## config.mk

```make
export PLATFORM = sky130hd
export DESIGN_NAME = operand_entry_ctrl_flat
export DESIGN_NICKNAME = d
export VERILOG_FILES = /design/src/rtl/operand_entry_ctrl_if.sv /design/src/rtl/operand_entry_ctrl.sv /design/src/flat_wrapper.sv
export SDC_FILE = /design/constraint.sdc
export NUM_CORES = 1
export LEC_CHECK = 0
export ABC_AREA = 0
export BUFFER_PORTS_ARGS = -buffer_cell sky130_fd_sc_hd__buf_2
export CAP_MARGIN = 10
export CORE_ASPECT_RATIO = 2
export CORE_MARGIN = 4
export CORE_UTILIZATION = 40
export CTS_BUF_LIST = sky130_fd_sc_hd__clkbuf_2
export DETAILED_ROUTE_END_ITERATION = 8
export PLACE_DENSITY = 0.54
export SLEW_MARGIN = 40
export SYNTH_ARGS = -nofsm -noshare
export SYNTH_HDL_FRONTEND = slang
export SYNTH_HIERARCHICAL = 1
export SYNTH_SLANG_ARGS = --single-unit
```

## constraint.sdc

```tcl
create_clock -name clk -period 4.9 [get_ports clk]
set_clock_uncertainty 0.1 [all_clocks]
set_input_delay 0.245 -clock clk [delete_from_list [all_inputs] [get_ports clk]]
set_output_delay 0.245 -clock clk [all_outputs]
set_load 0.03 [all_outputs]
```

## src/rtl/operand_entry_ctrl_if.sv

```systemverilog
// Board-side bundle for the operand-entry front-end: raw switches/buttons in,
// ALU drive signals and state LEDs out.
interface operand_entry_ctrl_if #(parameter int DATA_W = 4);
  logic [DATA_W-1:0] sw;
  logic              btn_confirm;
  logic              btn_op;
  logic              btn_clear;
  logic              enable;
  logic              select;
  logic [DATA_W-1:0] input_a;
  logic [DATA_W-1:0] input_b;
  logic [1:0]        state_led;

  modport master (
    output sw, btn_confirm, btn_op, btn_clear,
    input  enable, select, input_a, input_b, state_led
  );

  modport slave (
    input  sw, btn_confirm, btn_op, btn_clear,
    output enable, select, input_a, input_b, state_led
  );
endinterface

```

## src/rtl/operand_entry_ctrl.sv

```systemverilog
// Button debounce lanes plus the operand-entry FSM that latches switch values
// as ALU operands and drives enable/select for the add/sub datapath.

module operand_entry_debounce #(
  parameter int DEBOUNCE_CYCLES = 4,
  parameter int CNT_W           = 3
) (
  input  logic clk,
  input  logic rst_n,
  input  logic sync_i,
  output logic deb_o
);
  localparam logic [CNT_W-1:0] CNT_MAX = CNT_W'(DEBOUNCE_CYCLES - 1);

  logic [CNT_W-1:0] cnt_q;
  logic             deb_q;

  // Any return to the accepted level restarts the hold window.
  always_ff @(posedge clk or negedge rst_n) begin
    if (!rst_n) begin
      cnt_q <= '0;
      deb_q <= 1'b0;
    end else if (sync_i == deb_q) begin
      cnt_q <= '0;
    end else if (cnt_q == CNT_MAX) begin
      deb_q <= sync_i;
      cnt_q <= '0;
    end else begin
      cnt_q <= cnt_q + 1'b1;
    end
  end

  assign deb_o = deb_q;
endmodule

module operand_entry_ctrl #(
  parameter int DATA_W          = 4,
  parameter int DEBOUNCE_CYCLES = 200000,
  parameter int CNT_W           = 18
) (
  input  logic                 clk,
  input  logic                 rst_n,
  operand_entry_ctrl_if.slave  io
);
  localparam int NB = 3;  // 0 confirm, 1 op, 2 clear

  typedef enum logic [1:0] {
    S_A   = 2'b00,
    S_B   = 2'b01,
    S_RUN = 2'b10
  } state_e;

  logic [NB-1:0]     btn_raw, btn_s1_q, btn_s2_q, deb, deb_d1_q, press;
  logic [DATA_W-1:0] sw_s1_q, sw_s2_q;
  state_e            state_q, state_d;
  logic              sel_q, sel_d;
  logic [DATA_W-1:0] a_q, a_d, b_q, b_d;

  assign btn_raw = {io.btn_clear, io.btn_op, io.btn_confirm};

  always_ff @(posedge clk or negedge rst_n) begin
    if (!rst_n) begin
      btn_s1_q <= '0;
      btn_s2_q <= '0;
      sw_s1_q  <= '0;
      sw_s2_q  <= '0;
      deb_d1_q <= '0;
    end else begin
      btn_s1_q <= btn_raw;
      btn_s2_q <= btn_s1_q;
      sw_s1_q  <= io.sw;
      sw_s2_q  <= sw_s1_q;
      deb_d1_q <= deb;
    end
  end

  operand_entry_debounce #(
    .DEBOUNCE_CYCLES(DEBOUNCE_CYCLES),
    .CNT_W          (CNT_W)
  ) u_db [NB-1:0] (
    .clk   (clk),
    .rst_n (rst_n),
    .sync_i(btn_s2_q),
    .deb_o (deb)
  );

  // Rising edge of the debounced level only; releases are silent.
  assign press = deb & ~deb_d1_q;

  always_ff @(posedge clk or negedge rst_n) begin
    if (!rst_n) begin
      state_q <= S_A;
      sel_q   <= 1'b0;
      a_q     <= '0;
      b_q     <= '0;
    end else begin
      state_q <= state_d;
      sel_q   <= sel_d;
      a_q     <= a_d;
      b_q     <= b_d;
    end
  end

  always_comb begin
    state_d = state_q;
    if (press[2]) begin
      state_d = S_A;
    end else if (press[0]) begin
      case (state_q)
        S_A:     state_d = S_B;
        S_B:     state_d = S_RUN;
        default: state_d = S_A;
      endcase
    end else if (state_q != S_A && state_q != S_B && state_q != S_RUN) begin
      state_d = S_A;
    end
  end

  // Clear wins over confirm, confirm over op; an op in the same cycle is dropped.
  always_comb begin
    sel_d = sel_q;
    a_d   = a_q;
    b_d   = b_q;
    if (press[2]) begin
      sel_d = 1'b0;
      a_d   = '0;
      b_d   = '0;
    end else if (press[0]) begin
      if (state_q == S_A) a_d = sw_s2_q;
      if (state_q == S_B) b_d = sw_s2_q;
    end else if (press[1] && state_q == S_RUN) begin
      sel_d = ~sel_q;
    end
  end

  always_comb begin
    io.enable    = (state_q == S_RUN);
    io.state_led = state_q;
    io.select    = sel_q;
    io.input_a   = a_q;
    io.input_b   = b_q;
  end
endmodule

```

## src/flat_wrapper.sv

```systemverilog
// flat-port wrapper written by rule: the top's interface ports become plain ports
module operand_entry_ctrl_flat 
#(
  parameter int DATA_W          = 4,
  parameter int DEBOUNCE_CYCLES = 200000,
  parameter int CNT_W           = 18
)
  (clk, rst_n, io_sw, io_btn_confirm, io_btn_op, io_btn_clear, io_enable, io_select, io_input_a, io_input_b, io_state_led);
  operand_entry_ctrl_if #(.DATA_W(DATA_W)) io_i ();
  input  logic clk;
  input  logic rst_n;
  input wire logic [$bits(io_i.sw)-1:0] io_sw;
  input wire logic [$bits(io_i.btn_confirm)-1:0] io_btn_confirm;
  input wire logic [$bits(io_i.btn_op)-1:0] io_btn_op;
  input wire logic [$bits(io_i.btn_clear)-1:0] io_btn_clear;
  output wire logic [$bits(io_i.enable)-1:0] io_enable;
  output wire logic [$bits(io_i.select)-1:0] io_select;
  output wire logic [$bits(io_i.input_a)-1:0] io_input_a;
  output wire logic [$bits(io_i.input_b)-1:0] io_input_b;
  output wire logic [$bits(io_i.state_led)-1:0] io_state_led;
  assign io_i.sw = io_sw;
  assign io_i.btn_confirm = io_btn_confirm;
  assign io_i.btn_op = io_btn_op;
  assign io_i.btn_clear = io_btn_clear;
  assign io_enable = io_i.enable;
  assign io_select = io_i.select;
  assign io_input_a = io_i.input_a;
  assign io_input_b = io_i.input_b;
  assign io_state_led = io_i.state_led;
  operand_entry_ctrl #(.DATA_W(DATA_W), .DEBOUNCE_CYCLES(DEBOUNCE_CYCLES), .CNT_W(CNT_W)) u_core (.clk(clk), .rst_n(rst_n), .io(io_i));
endmodule
```

==> flow_summary.yaml <==
critical_path:
  worstSetupPathType: "flip-flop to flip-flop"
  reg2reg_slack_ns: 2.45
  arrival_ns: 2.79
  path_buf_inv: 0
  cp-end-kind: "flip-flop"
  cp_cell_sequence: "or4b_1 > or4_4 > o31ai_4 > nor2_1"
  required_ns: 5.24
  cp-start-kind: "flip-flop"
  cp_max_fo: 17
  slowest_delay_ns: 0.62
  path_delay_family: "simple AND/OR/NAND/NOR gates"
  crit_path_top_delay_cell: "o31ai_4"
logic_synthesis:
  synth.distinct_cells: 32
  syn_area_mm2: 0.00389
  synthCells: 365
  ys_seq_area_share_pct: 54.7
  ys_seq_elements: 85
  synthArstFlopShare_pct: 100
  synth.most_common_cell: "dfrtp_1"
  synth-edff-count: 0
  synth_top_area_share_pct: 54.7
  synth_ff_type: "dfrtp_1"
  syn_nets: 377
  yosysWarningCount: 6
  synth.area.top_cells: "dfrtp_1 (55%), xnor2_1 (8.3%), nor2_1 (5.5%)"
  syn_area_per_cell_um2: 10.6
  yosysTopAreaCell: "dfrtp_1"
  synth_common_cells: "dfrtp_1 (85), nor2_1 (57), xnor2_1 (37), nand2_1 (26), nand3_1 (22)"
layout:
  areaGrowthSynthToFinish_pct: 11.5
  drive_gt1_share_pct: 14.5
  fillCellCount: 902
  finalNetCount: 407
detailed_routing:
  via_count: 2684
  totalWireLength_mm: 7.40
  drtIter0Drc: 122
  firstDrtPassIters: 6
  ant_nets: 0
  drc: 0
  detail_route.vias_per_cell: 5.05
  wl_per_cell_um: 13.9
sta:
  slew_headroom_pct: 50.8
  tightest_slew_ns: 0.738
  rsz0062_at_grt: "false"
  min_period_over_period_pct: 50.1
  setup_viol: 0
  hold_violations: 0
  period_needed_ns: 2.45
  report.final.slew_viol_count: 0
  clock.fmax_ghz: 0.408
  finalSetupTns_ns: 0
  fin_ws_ns: 2.45
clock_tree:
  cts_tree: "done"
  clockBufferDepth: 2
  cts.sinks: 85
  clk_pin_slew_ns: 0.24
  cts_setup_buffers: 0
  numCtsBuffers: 9
  clk_latency_ns: 0.56
  cts-root-buf: "clkbuf_2"
  cts-htree-levels: 3
floorplanning:
  ios: 21
  die_x_um: 77.7
  die-area_mm2: 0.0115
  dieHeight_um: 147
  initial_core_util_pct: 41.1
  num_rows: 50
  core_mm2: 0.00945
placed_design:
  dpl_worst_slack_ns: 2.42
  port_buffers: 20
  place_hpwl_mm: 5.16
  gp_congestion: 0.822
global_routing:
  grt_pass1_wl_mm: 12.8
  grt_start_max_net_pins: 86
  grt_util_all_layers_pct: 14.1
  overflow: 0
  antenna_found_initial: 1
  grt_pass1_vias: 2749
run_status:
  status: "complete, no violations"
power:
  vdd_drop_max_mv: 0.208
  p_leak_nw: 1.80
  p_per_area_mw_per_mm2: 283
run:
  drv_cap: 0
worst_hold_path:
  hp-class: "input port to async pin"
[final timing paths]
kind / from / endpoint / cells after the start
setup / recovery: u_core/u_db[1]/cnt_q[6] / u_core/u_db[1]/cnt_q[9] / 4
hold / removal: rst_n / u_core/io.input_b[1] / 2
setup reg to reg: u_core/u_db[1]/cnt_q[6] / u_core/u_db[1]/cnt_q[9] / 4
hold reg to reg: u_core/sw_s1_q[0] / u_core/sw_s2_q[0] / 0
max in group asynchronous: rst_n / u_core/u_db[0]/cnt_q[4] / 2
min in group clk: io_sw[2] / u_core/sw_s1_q[2] / 2
[sequential cells by signal, summed over array words and instances, names as in the netlist, 4 cells and up]
name and flops:
u_core/sw_s2_q 4, u_core/io.input_a 4, u_core/sw_s1_q 4, u_core/u_db/cnt_q 54, u_core/io.input_b 4
[cell families (layout without fill, tap and decap cells)]
group | Yosys count | count (layout) | synth area share [%]
fa+ha+maj | 3 | 3 | 0.966
flops | 85 | 85 | 54.7
compound gates | 21 | 21 | 5.22
buf+inv | 24 | 59 | 3.12
mux | 4 | 4 | 1.13
xor+xnor | 49 | 49 | 11.0
other cells | 0 | 1 | 0
simple gates | 179 | 179 | 23.8
[power breakdown]
part	switching (mW)	internal, mW	total (mW)
registers	0.00986	0.714	0.724
logic	0.0293	0.0152	0.0445
clock network	0.242	0.217	0.459
total	0.281	0.947	1.23
[cells in the final DEF, fill, tap and decap left out, drive strengths merged]
cell and n:
clkbuf 10, clkinv 3, and4bb 1, o31ai 3
nand2 26, xor2 12, or4 6, o311a 3
inv 15, o21ai 11, diode 1, clkinvlp 1
nand3 26, nand4bb 1, nor2 57, a21oi 1
or4b 4, nor2b 3, ha 3, dlygate4sd3 8
nor4 15, or2 3, dfrtp 85, o211a 3
nand2b 3, mux2 3, xnor2 37, nor3 19
nand4 15, bufinv 3, buf 19, mux2i 1
[per-layer routing]
metal | share of wire [%] | global-route usage (%)
met3 | 2.8 | 2.74
met4 | 2.0 | 6.77
met1 | 39 | 15.1
met5 | 0 | 0
met2 | 56 | 25.9
[what timing repair did]
item,CTS,global route
hold endpoints to repair,92,0
setup endpoints to repair,0,0
resized for setup,0,0
hold buffers,8,0
[cell type report]
class	instances	area (um^2)	area share, %
sequential	85	2130	49.1
timing repair buffer	28	189	4.36
inverter	15	56.3	1.30
clock inverter	7	114	2.63
multi-input combinational	256	1640	37.8
clock buffer	9	45.0	1.04
tap	130	163	3.75
antenna	1	2.50	0.0577
[per-stage QoR]
stage                     hold WS (ns)  total power [mW]  std cells  instance area, um^2  util [%]
after CTS                        0.162              1.25        530                 4330      45.8
after global placement           0.232             0.778        506                 4090      43.3
after global routing             0.175              1.28        531                 4330      45.9
final                            0.125              1.23        531                 4330      45.9
after floorplan                 -0.151             0.756        365                 3890         -
after detailed placement         0.236             0.778        506                 4090      43.3
No activity file was read; power rests on OpenSTA's default activity.
